[config.mk]
export PLATFORM = sky130hd
export DESIGN_NAME = serial_subtractor
export DESIGN_NICKNAME = d
export VERILOG_FILES = /design/src/rtl/serial_subtractor.sv
export SDC_FILE = /design/constraint.sdc
export NUM_CORES = 1
export LEC_CHECK = 0
export ABC_CLOCK_PERIOD_IN_PS = 1370
export BUFFER_PORTS_ARGS = -buffer_cell sky130_fd_sc_hd__buf_2
export CORE_MARGIN = 2
export CORE_UTILIZATION = 40
export CTS_CLUSTER_SIZE = 16
export DETAILED_ROUTE_END_ITERATION = 12
export MAX_ROUTING_LAYER = met4
export PLACE_DENSITY_LB_ADDON = 0.12
export REMOVE_ABC_BUFFERS = 1
export SYNTH_ARGS = -nofsm -noshare
export SYNTH_HDL_FRONTEND = slang
export SYNTH_SLANG_ARGS = --single-unit
[constraint.sdc]
create_clock -name clk -period 1.37 [get_ports clk]
set_input_delay 0.137 -clock clk [delete_from_list [all_inputs] [get_ports clk]]
set_output_delay 0.137 -clock clk [all_outputs]
set_load 0.01 [all_outputs]
[src/rtl/serial_subtractor.sv]
// Bit-serial subtractor: a - b - bin computed LSB first, one bit per clock.
// Optional signed-overflow output ovf is enabled by defining SERIAL_SUB_OVF_EN.
module serial_subtractor #(
   parameter int WIDTH = 8
) (
   input  logic             clk,
   input  logic             rst_n,
   input  logic             start,
   input  logic [WIDTH-1:0] a,
   input  logic [WIDTH-1:0] b,
   input  logic             bin,
   output logic             busy,
   output logic             done,
   output logic [WIDTH-1:0] diff,
   output logic             bout
`ifdef SERIAL_SUB_OVF_EN
   ,
   output logic             ovf
`endif
);

   localparam int CW = (WIDTH > 1) ? $clog2(WIDTH) : 1;

   typedef enum logic [1:0] {
      S_IDLE = 2'd0,
      S_RUN  = 2'd1,
      S_DONE = 2'd2
   } state_t;

   state_t           r_state;
   state_t           w_next;
   logic [WIDTH-1:0] r_a;
   logic [WIDTH-1:0] r_b;
   logic             r_br;
   logic [CW-1:0]    r_cnt;
   logic [WIDTH-1:0] r_diff;
   logic             r_bout;
   logic             r_busy;
   logic             r_done;
   logic [1:0]       w_bit;
   logic             w_d;
   logic             w_br_next;
   logic             w_last;
`ifdef SERIAL_SUB_OVF_EN
   logic             r_ovf;
`endif

   // One-bit full subtractor, result packed as {borrow_out, difference}.
   function automatic logic [1:0] full_sub(input logic x, input logic y, input logic br);
      full_sub = {((~x & y) | (~(x ^ y) & br)), (x ^ y ^ br)};
   endfunction

   assign w_bit     = full_sub(r_a[0], r_b[0], r_br);
   assign w_d       = w_bit[0];
   assign w_br_next = w_bit[1];
   assign w_last    = (r_cnt == CW'(WIDTH - 1));

   // Next-state logic.
   always_comb begin
      w_next = r_state;
      case (r_state)
         S_IDLE: begin
            if (start) begin
               w_next = S_RUN;
            end else begin
               w_next = S_IDLE;
            end
         end
         S_RUN: begin
            if (w_last) begin
               w_next = S_DONE;
            end else begin
               w_next = S_RUN;
            end
         end
         S_DONE:  w_next = S_IDLE;
         default: w_next = S_IDLE;
      endcase
   end

   // State register, operand shifters, borrow chain and result registers.
   always_ff @(posedge clk) begin
      if (!rst_n) begin
         r_state <= S_IDLE;
         r_a     <= '0;
         r_b     <= '0;
         r_br    <= 1'b0;
         r_cnt   <= '0;
         r_diff  <= '0;
         r_bout  <= 1'b0;
         r_busy  <= 1'b0;
         r_done  <= 1'b0;
`ifdef SERIAL_SUB_OVF_EN
         r_ovf   <= 1'b0;
`endif
      end else begin
         r_state <= w_next;
         r_busy  <= (w_next == S_RUN);
         r_done  <= (w_next == S_DONE);
         case (r_state)
            S_IDLE: begin
               if (start) begin
                  r_a   <= a;
                  r_b   <= b;
                  r_br  <= bin;
                  r_cnt <= '0;
               end
            end
            S_RUN: begin
               r_a    <= {1'b0, r_a[WIDTH-1:1]};
               r_b    <= {1'b0, r_b[WIDTH-1:1]};
               r_br   <= w_br_next;
               r_diff <= {w_d, r_diff[WIDTH-1:1]};
               if (w_last) begin
                  r_bout <= w_br_next;
`ifdef SERIAL_SUB_OVF_EN
                  // On the final bit r_a[0]/r_b[0] are the operand sign bits.
                  r_ovf  <= (r_a[0] != r_b[0]) && (w_d != r_a[0]);
`endif
               end else begin
                  r_cnt <= r_cnt + CW'(1);
               end
            end
            default: begin
            end
         endcase
      end
   end

   assign busy = r_busy;
   assign done = r_done;
   assign diff = r_diff;
   assign bout = r_bout;
`ifdef SERIAL_SUB_OVF_EN
   assign ovf  = r_ovf;
`endif

endmodule

==> results.ini, run 1 <==
[die]
die_h_um=62.0
die_w_um=62.0
ios=31
rows=21
start_util_pct=41.0
die_area_sq_um=3850
core-area_sq_um=3280

[timing]
finalCriticalPeriod_ns=1.25
grt_setup_unrepaired=no
final.period_utilization_pct=91.3
timing.clock.skew_ns=0.0146
tightest_slew_ns=0.455
fmaxAchievable_mhz=799
slew_headroom_pct=69.6
fin_tns_setup_ns=0
finalHoldViolCount=0
maxSlewViolCount=0
setup_viol_count_final=0

[critical_path]
critPathCaptureType=flip-flop
path_max_fanout=11
reg2reg_slack_ns=0.12
cp_cell_sequence=inv_1 > buf_4 > o22ai_1 > a21oi_1
critPathSlowestCell=dfxtp_1
reg2reg_from=r_state[0]
endpoint=r_b[3]
critPathLaunchType=flip-flop
reg2reg_to=r_b[3]
arrival_ns=1.44
rr_worst_depth=4
critPathRequiredTime_ns=1.56
criticalPathCategory=reg2reg
crit_start=r_state[0]
cpPeakStageDelay_ns=0.56

[detailed_routing]
route.detailed.drc=0
wl_per_cell_um=12.7
first_pass_iters=4
drtIter0Drc=49
wirelength_um=2990
vias=1201
antenna_left=0
via_per_inst=5.11

[final_layout]
final_layout_size_suffix_gt1_share_pct=27.0
seq_area_sq_um=661
syn2layout_area_growth_pct=23.1
fin_nets=211
n_antenna_cell=0
final_cell_area_sq_um=1660
fillCellCount=333
multi_input_area_sq_um=618
finalNonFillerCells=235

[place]
numPlacedInstances=227
place.gp.congestion=0.750
place_area_sq_um=1550
numPortBuffers=30
dpl.hpwl_um=2100

[logic_synthesis]
ys_ff_latch=33
avgSynthCellArea_sq_um=8.80
ys_seq_area_share_pct=49.1
ys_warn_count=0
yosysUniqueCellTypes=33
syn_area_sq_um=1350
synth_cells=153

[power_and_ir_drop]
switchingPower_mw=0.490
leakagePower_nw=0.678
p_comb_share_pct=11.9
p_sw_share_pct=23.8
p_clk_share_pct=37.0
seqPwrFrac_pct=51.1
power_density_nw_per_um2=1240
ir_drop_uv=619
p_int_mw=1.56

[cts]
cts.sinks=33
cts_buffer_depth=2
cts_root_buffer=clkbuf_4
post-cts-setup-buffers=0
cts.htree.levels=2
clk_latency_ns=0.33
tritoncts=built
cts_buffers=5
path_clk_slew_ns=0.10
hold_buffers=0

[global_route]
grt_overflow=0
grt_pass1_wl_um=4990
antenna_found_initial=0
grt_pass1_vias=1141
grt_use_total_pct=18.6
grt_max_degree=19

[outcome]
status=finished, final reports clean

[worst_hold_path]
min_path_type=in2reg

[flow_run]
max_cap_violations=0

## what timing repair did
action	in CTS	in global routing
resized for setup	1	2
pin swaps	0	1
endpoints found under the setup margin	2	9
hold endpoints to repair	0	0
gates cloned	0	0
## cell families after synthesis
kind of cell	count (synthesis)	share of synthesized area [%]
flops	33	49.1
compound gates	63	28.4
simple gates	38	12.7
fa+ha+maj	3	3.35
buf+inv	16	6.41
## flip-flops by register name, summed over array words and instances (netlist names)
register  count
bout          1
diff          8
r_b           8
r_br          1
done          1
r_state       2
r_a           8
r_cnt         3
busy          1
## cell type report
cell class	instances	area share, %
clock buffer	7	3.32
inverter	5	1.13
multi-input combinational	104	37.3
timing repair buffer	39	13.1
tap	46	3.47
sequential	33	39.8
clock inverter	1	1.81
## critical path, delay by kind of cell (launching register included)
family                 cells  cell delay, ns
DFF                        1            0.56
AOI/OAI and AO/OA          2            0.26
buffers and inverters      2            0.29
## per-stage QoR
stage,setup WS [ns],hold WS (ns),utilization [%],power [mW]
finish,0.119,0.0327,50.5,2.05
global route,0.0141,0.0633,50.5,2.16
CTS,0.0666,0.0166,50.0,2.08
detailed placement,0.00624,0.386,47.3,1.31
global placement,0.0625,0.372,47.3,1.30
floorplan,0.0725,0.275,-,1.20
## worst min-delay path by stage
stage / depth (start not counted) / endpoint / slack (ns) / from
floorplan: 2 / r_a[0] / 0.28 / rst_n
global placement: 3 / r_b[7] / 0.37 / b[7]
detailed placement: 3 / r_a[7] / 0.39 / a[7]
CTS: 3 / r_a[7] / 0.02 / a[7]
global route: 3 / r_b[7] / 0.06 / b[7]
finish: 3 / r_a[7] / 0.03 / a[7]
## power by group through the flow
stage | combinational, mW | sequential [mW] | clock, mW
after floorplan | 0.135 | 1.07 | 0
after CTS | 0.244 | 1.05 | 0.789
after detailed placement | 0.243 | 1.07 | 0
after global routing | 0.282 | 1.06 | 0.822
after global placement | 0.237 | 1.07 | 0
final | 0.245 | 1.05 | 0.760
## Yosys cell counts
master	number	area, sq um
inv_1	4	15.0
a31oi_1	2	12.5
clkbuf_1	3	11.3
a211oi_2	1	12.5
buf_6	2	22.5
nor2_1	7	26.3
nand3_1	4	20.0
nand2_1	19	71.3
inv_2	1	3.75
nor3b_1	1	7.51
and3_1	2	12.5
o21ba_2	1	10.0
a221oi_1	1	8.76
o21ai_1	9	45.0
a311oi_1	1	8.76
o21bai_2	1	11.3
buf_4	2	15.0
nand2b_1	2	12.5
dfxtp_1	33	661
a22oi_1	2	15.0
fa_1	1	20.0
a21oi_1	24	120
buf_1	1	3.75
ha_1	2	25.0
o21ai_0	4	20.0
o2bb2ai_1	3	26.3
a211oi_1	2	15.0
buf_2	3	15.0
nor2b_1	1	6.26
nand3b_1	1	7.51
o22ai_1	11	68.8
and2b_1	1	7.51
o31a_1	1	8.76
## layer usage
metal	vias to the layer above	part of all wire, %	global-route usage (%)
li1	615	-	-
met1	550	46	22.0
met2	32	48	28.7
met3	4	5.0	7.45
met4	0	0.87	6.38
met5	-	0	-
## cell usage in the layout, fill, tap and decap left out, types with 2 or more instances in the layout
cell type  count
buf_4          9
o21ai_0        4
a22oi_1        2
a21oi_1       24
nor2_1         7
nand2_1       19
buf_2         30
o21ai_1        9
o2bb2ai_1      3
nand2b_1       2
inv_1          4
clkbuf_4       5
a211oi_1       2
nand3_1        4
a31oi_1        2
dfxtp_1       33
and3_1         2
o22ai_1       11
Power figures use the tool's default switching activity.
==> run 2: changes to the inputs <==
Settings changed: CORE_UTILIZATION 40 to 47, SETUP_SLACK_MARGIN from default to 0.5.
==> run 2 against run 1 <==
Non-clock buffer count is 23 higher; design area rose by 20%; clock skew decreased by 0.0053 ns; largest cell class is now multi-input gates; die area down 14%; routed wire length is 16% higher; first-iteration DRC count down 39%; highest routed layer unchanged; sequential cell count stayed put; setup slack better by 0.056 ns; clock-buffer cell count stayed put; cell count rose by 3.0%; hold slack improved by 0.018 ns.
==> results.ini, run 2 (synthesized netlist as in run 1, its figures left out) <==
[cts]
cts_root_buffer=clkbuf_4
cts_buffers=5  ; unchanged
cts_buffer_depth=2  ; unchanged
cts.sinks=33  ; unchanged
clk_latency_ns=0.33  ; about the same
tritoncts=built
path_clk_slew_ns=0.10  ; about the same
cts.htree.levels=2  ; unchanged

[final_layout]
final_layout_size_suffix_gt1_share_pct=52.1  ; +25 points
fin_nets=234  ; +11%
final_cell_mix=a21oi_1 (23), buf_2 (22), buf_4 (21), buf_6 (18), dfxtp_1 (17)
n_antenna_cell=0  ; unchanged
multi_input_area_sq_um=701  ; +13%
seq_area_sq_um=686  ; +3.8%
finalNonFillerCells=242  ; +3.0%
fillCellCount=213  ; -36%
syn2layout_area_growth_pct=48.0
final_common_cell=a21oi_1

[worst_hold_path]
min_path_type=in2reg
worst_hold_path.num_cells=3  ; unchanged

[power_and_ir_drop]
p_int_mw=1.43  ; -8.4%
seqPwrFrac_pct=54.0  ; +2.9 points
p_sw_share_pct=26.5  ; +2.7 points
p_comb_share_pct=17.4  ; +5.5 points
ir_drop_uv=832  ; +34%
leakagePower_nw=0.820  ; +21%
power_density_nw_per_um2=978  ; -21%
switchingPower_mw=0.517  ; +5.6%
p_clk_share_pct=28.6  ; -8.4 points

[detailed_routing]
via_per_inst=5.53  ; +8.3%
route.detailed.drc=0  ; unchanged
antenna_left=0  ; unchanged
wl_per_cell_um=14.3  ; +13%
drtIter0Drc=30  ; -39%
wirelength_um=3470  ; +16%
first_pass_iters=4  ; unchanged
vias=1339  ; +11%

[timing]
maxSlewViolCount=0  ; unchanged
slew_headroom_pct=78.5  ; +8.9 points
finalHoldViolCount=0  ; unchanged
tightest_slew_ns=0.323  ; -0.133 ns
fmaxAchievable_mhz=836  ; +4.7%
final.period_utilization_pct=87.3  ; -4.1 points
setup_viol_count_final=0  ; unchanged
timing.clock.skew_ns=0.00927  ; -0.00530 ns
fin_tns_setup_ns=0  ; unchanged
finalCriticalPeriod_ns=1.20  ; -0.0557 ns
grt_setup_unrepaired=yes

[outcome]
status=finished, final reports clean

[critical_path]
arrival_ns=1.45  ; about the same
critPathRequiredTime_ns=1.62  ; +0.06 ns
rr_worst_depth=5  ; +1
path_max_fanout=2  ; -9
critPathLaunchType=flip-flop
critPathCaptureType=flip-flop
criticalPathCategory=reg2reg

[global_route]
grt_max_degree=19  ; unchanged
grt_pass1_vias=1302  ; +14%
grt_use_total_pct=22.9  ; +4.3 points
grt_pass1_wl_um=5580  ; +12%
antenna_found_initial=0  ; unchanged
grt_overflow=0  ; unchanged

[place]
place.gp.congestion=0.711  ; -5.2%
numPlacedInstances=211  ; -7.0%
dpl.hpwl_um=1990  ; -5.4%
numPortBuffers=30  ; unchanged

[die]
die_h_um=57.5  ; -7.2%
start_util_pct=49.2  ; +8.3 points
die_area_sq_um=3310  ; -14%
core-area_sq_um=2730  ; -17%
rows=19  ; -9.5%
die_w_um=57.5  ; -7.2%
ios=31  ; unchanged

[flow_run]
max_cap_violations=0  ; unchanged

==> run 2: changes by cell type in the layout (fill, tap and decap cells not counted), moves of 2 or more <==
cell,previous run,this run
buf_6,0,18
dfxtp_1,33,17
dfxtp_2,0,14
buf_4,9,21
buf_2,30,22
nand2_1,19,13
nand2_2,0,6
inv_1,4,0
inv_2,1,4
dfxtp_4,0,2
==> run 2: cell type report <==
class	instances	share of cell area, %
Clock buffer	7	2.76
Inverter	5	1.13
Multi-Input combinational cell	104	35.2
Sequential cell	33	34.4
Tap cell	31	1.95
Timing Repair Buffer	62	24.6
==> run 2: metal layers <==
metal | up-vias | part of all wire (%) | track usage [%]
li1 | 668 | - | -
met2 | 34 | 51 | 39.9
met1 | 625 | 41 | 24.3
met3 | 12 | 4.3 | 5.22
met5 | - | 0 | -
met4 | 0 | 2.8 | 10.6
==> run 2: path summary, 6_finish.rpt <==
path | startpoint | to | slack (ns)
max | r_br | r_br | 0.17
min | a[7] | r_a[7] | 0.05
max reg2reg | r_br | r_br | 0.17
min reg2reg | r_b[0] | r_b[0] | 0.49
==> run 2: power by group through the flow <==
stage / Combinational (mW) / Sequential [mW] / Clock (mW)
after floorplan: 0.135 / 1.07 / 0
after global placement: 0.238 / 1.07 / 0
after detailed placement: 0.245 / 1.07 / 0
after CTS: 0.302 / 1.05 / 0.557
after global routing: 0.375 / 1.06 / 0.610
final: 0.339 / 1.05 / 0.558
==> run 2: metrics by stage <==
stage	utilization [%]	setup WS, ns	area [sq um]	hold WS [ns]	total power [mW]
floorplan	-	0.0725	1280	0.275	1.20
global placement	56.3	0.0757	1540	0.371	1.31
detailed placement	56.3	0.0124	1540	0.394	1.32
CTS	70.1	0.215	1920	0.0347	1.91
global route	72.9	0.115	1990	0.0395	2.04
finish	72.9	0.174	1990	0.0506	1.95
==> run 2: timing repair <==
item,CTS,global route
cloned,1,0
hold buffers,0,0
resized for setup,57,9
setup endpoints to repair,44,44
setup buffers,17,6
endpoints found under the hold margin,0,0
pin swaps,13,10
==> run 2: critical path, stage by stage (launching register included) <==
cell and delay, ns:
dfxtp_2 0.35, inv_2 0.04, fa_2 0.37, nor2b_2 0.12, a21oi_1 0.06, a211oi_2 0.17
==> run 3: changes to the inputs <==
Settings changed: BUFFER_PORTS_ARGS -buffer_cell sky130_fd_sc_hd__buf_2 to default, CORE_UTILIZATION 47 to 50, DONT_BUFFER_PORTS from default to 1.
==> run 3 against run 2 <==
The flow now finishes with violations (hold timing); core utilization grew 3.1 points; sequential share of layout area grew 1.7 points; sequential cell count is the same; hold slack lost 0.15 ns; setup slack lost 0.039 ns; clock power shrank 0.7%; global-route usage grew 0.97 points; combinational power grew 1%; clock-buffer cell count is the same; critical endpoint is now r_cnt[2]; largest power group unchanged.
==> results.ini, run 3 (synthesized netlist as in run 1, its figures left out) <==
[critical_path]
critPathLaunchType=flip-flop
reg2reg_to=r_cnt[2]
crit_start=r_cnt[0]
critPathRequiredTime_ns=1.63  ; about the same
reg2reg_from=r_cnt[0]
criticalPathCategory=reg2reg
arrival_ns=1.50  ; +0.05 ns
critPathCaptureType=flip-flop
reg2reg_slack_ns=0.14  ; -0.04 ns
rr_worst_depth=5  ; unchanged
endpoint=r_cnt[2]
path_max_fanout=6  ; +4

[worst_hold_path]
min-delay-start=rst_n
min_path_type=in2reg

[detailed_routing]
wl_per_cell_um=17.1  ; +19%
via_per_inst=5.90  ; +6.6%
antenna_left=0  ; unchanged
wirelength_um=3550  ; +2.4%
first_pass_iters=6  ; +2
vias=1227  ; -8.4%
route.detailed.drc=0  ; unchanged
drtIter0Drc=16  ; -47%

[flow_run]
max_cap_violations=0  ; unchanged

[final_layout]
fin_nets=201  ; -14%
final_common_cell=a21oi_1
final_layout_size_suffix_gt1_share_pct=53.9  ; +1.8 points
n_antenna_cell=0  ; unchanged
syn2layout_area_growth_pct=42.4
final_cell_mix=a21oi_1 (21), dfxtp_1 (16), nand2_1 (13), dfxtp_2 (13), buf_6 (12)
fillCellCount=183  ; -14%

[die]
die_h_um=55.9  ; -2.8%
core-area_sq_um=2520  ; -7.7%
die_area_sq_um=3120  ; -5.6%
rows=18  ; -1
die_w_um=55.9  ; -2.8%
start_util_pct=53.4  ; +4.1 points
ios=31  ; unchanged

[global_route]
grt_pass1_wl_um=5730  ; +2.7%
grt_overflow=0  ; unchanged
antenna_found_initial=0  ; unchanged
grt_use_total_pct=23.8  ; +0.97 points
grt_max_degree=19  ; unchanged
grt_pass1_vias=1244  ; -4.5%

[cts]
cts_root_buffer=clkbuf_4
cts_buffers=5  ; unchanged
cts.htree.levels=2  ; unchanged
cts_buffer_depth=2  ; unchanged
clk_latency_ns=0.33  ; about the same
cts.sinks=33  ; unchanged
path_clk_slew_ns=0.09  ; about the same
tritoncts=built

[timing]
timing.clock.skew_ns=0.00136  ; -0.00791 ns
fin_hold_ws_ns=-0.100  ; -0.151 ns
fmaxAchievable_mhz=810  ; -3.1%
grt_setup_unrepaired=yes
final.period_utilization_pct=90.1  ; +2.8 points
tightest_slew_ns=0.488  ; +0.165 ns
slew_headroom_pct=67.4  ; -11 points
fin_tns_setup_ns=0  ; unchanged
finalHoldViolCount=15  ; +15
maxSlewViolCount=0  ; unchanged
setup_viol_count_final=0  ; unchanged
finalCriticalPeriod_ns=1.23  ; +0.0389 ns

[outcome]
status=finished, violations left
violations=hold timing

[power_and_ir_drop]
power_density_nw_per_um2=1020  ; +4.5%
leakagePower_nw=0.694  ; -15%
ir_drop_uv=947  ; +14%

[place]
place.gp.congestion=0.749  ; +5.4%
dpl.hpwl_um=1900  ; -4.4%
numPortBuffers=0  ; -100%

==> run 3: worst min-delay path by stage <==
stage / end / depth (start not counted) / slack (ns)
3_3_place_gp: r_b[6] / 2 / 0.28
3_5_place_dp: r_a[6] / 2 / 0.28
6_report: r_b[6] / 2 / -0.10
4_1_cts: r_b[3] / 2 / -0.11
2_1_floorplan: r_a[0] / 2 / 0.28
5_1_grt: r_b[6] / 2 / -0.11
==> run 3: where the power goes <==
part	total [mW]	internal (mW)	switching, mW
Clock	0.554	0.242	0.312
Combinational	0.344	0.187	0.158
Sequential	1.06	1.01	0.0499
Total	1.96	1.44	0.519
==> run 3: routing by layer <==
layer  GRT usage, %  share of wire (%)  up-vias
li1               -                  -      597
met5              -                  0        -
met4           6.12                1.1        0
met1           27.2                 38      577
met3           7.44                6.0        7
met2           40.8                 54       46
==> run 3: per-stage QoR <==
| step | area (sq um) | worst slack (ns) | total power, mW | util, % | cells |
|---|---|---|---|---|---|
| 6_report | 1920 | 0.135 | 1.96 | 76.0 | 208 |
| 5_1_grt | 1920 | 0.0723 | 2.05 | 76.0 | 208 |
| 4_1_cts | 1760 | 0.221 | 1.91 | 69.7 | 205 |
| 3_5_place_dp | 1410 | 0.0181 | 1.28 | 56.0 | 183 |
| 3_3_place_gp | 1410 | 0.0733 | 1.28 | 56.0 | 183 |
| 2_1_floorplan | 1280 | 0.0725 | 1.20 | - | 142 |
==> run 3: worst max-delay path: stages (launching register included) <==
cell and delay, ns:
dfxtp_2 0.35, ha_4 0.16, ha_4 0.18, buf_6 0.13, nand3b_1 0.18, a31oi_1 0.17
==> run 3: timing repair <==
action                                  4_1_cts  5_1_grt
hold buffers                                  2        1
endpoints found under the setup margin       42       37
gates resized for setup                      59       31
pin swaps                                    12       19
buffers inserted                             12        1
gates cloned                                  1        1
endpoints found under the hold margin        17       16
==> run 3: final cells by class <==
| class | count | area (sq um) | area share [%] |
|---|---|---|---|
| clock buffer | 7 | 55.1 | 2.87 |
| inverter | 5 | 18.8 | 0.979 |
| multi-input combinational | 104 | 808 | 42.2 |
| sequential | 33 | 692 | 36.1 |
| tap | 30 | 37.5 | 1.96 |
| timing repair buffer | 29 | 305 | 15.9 |
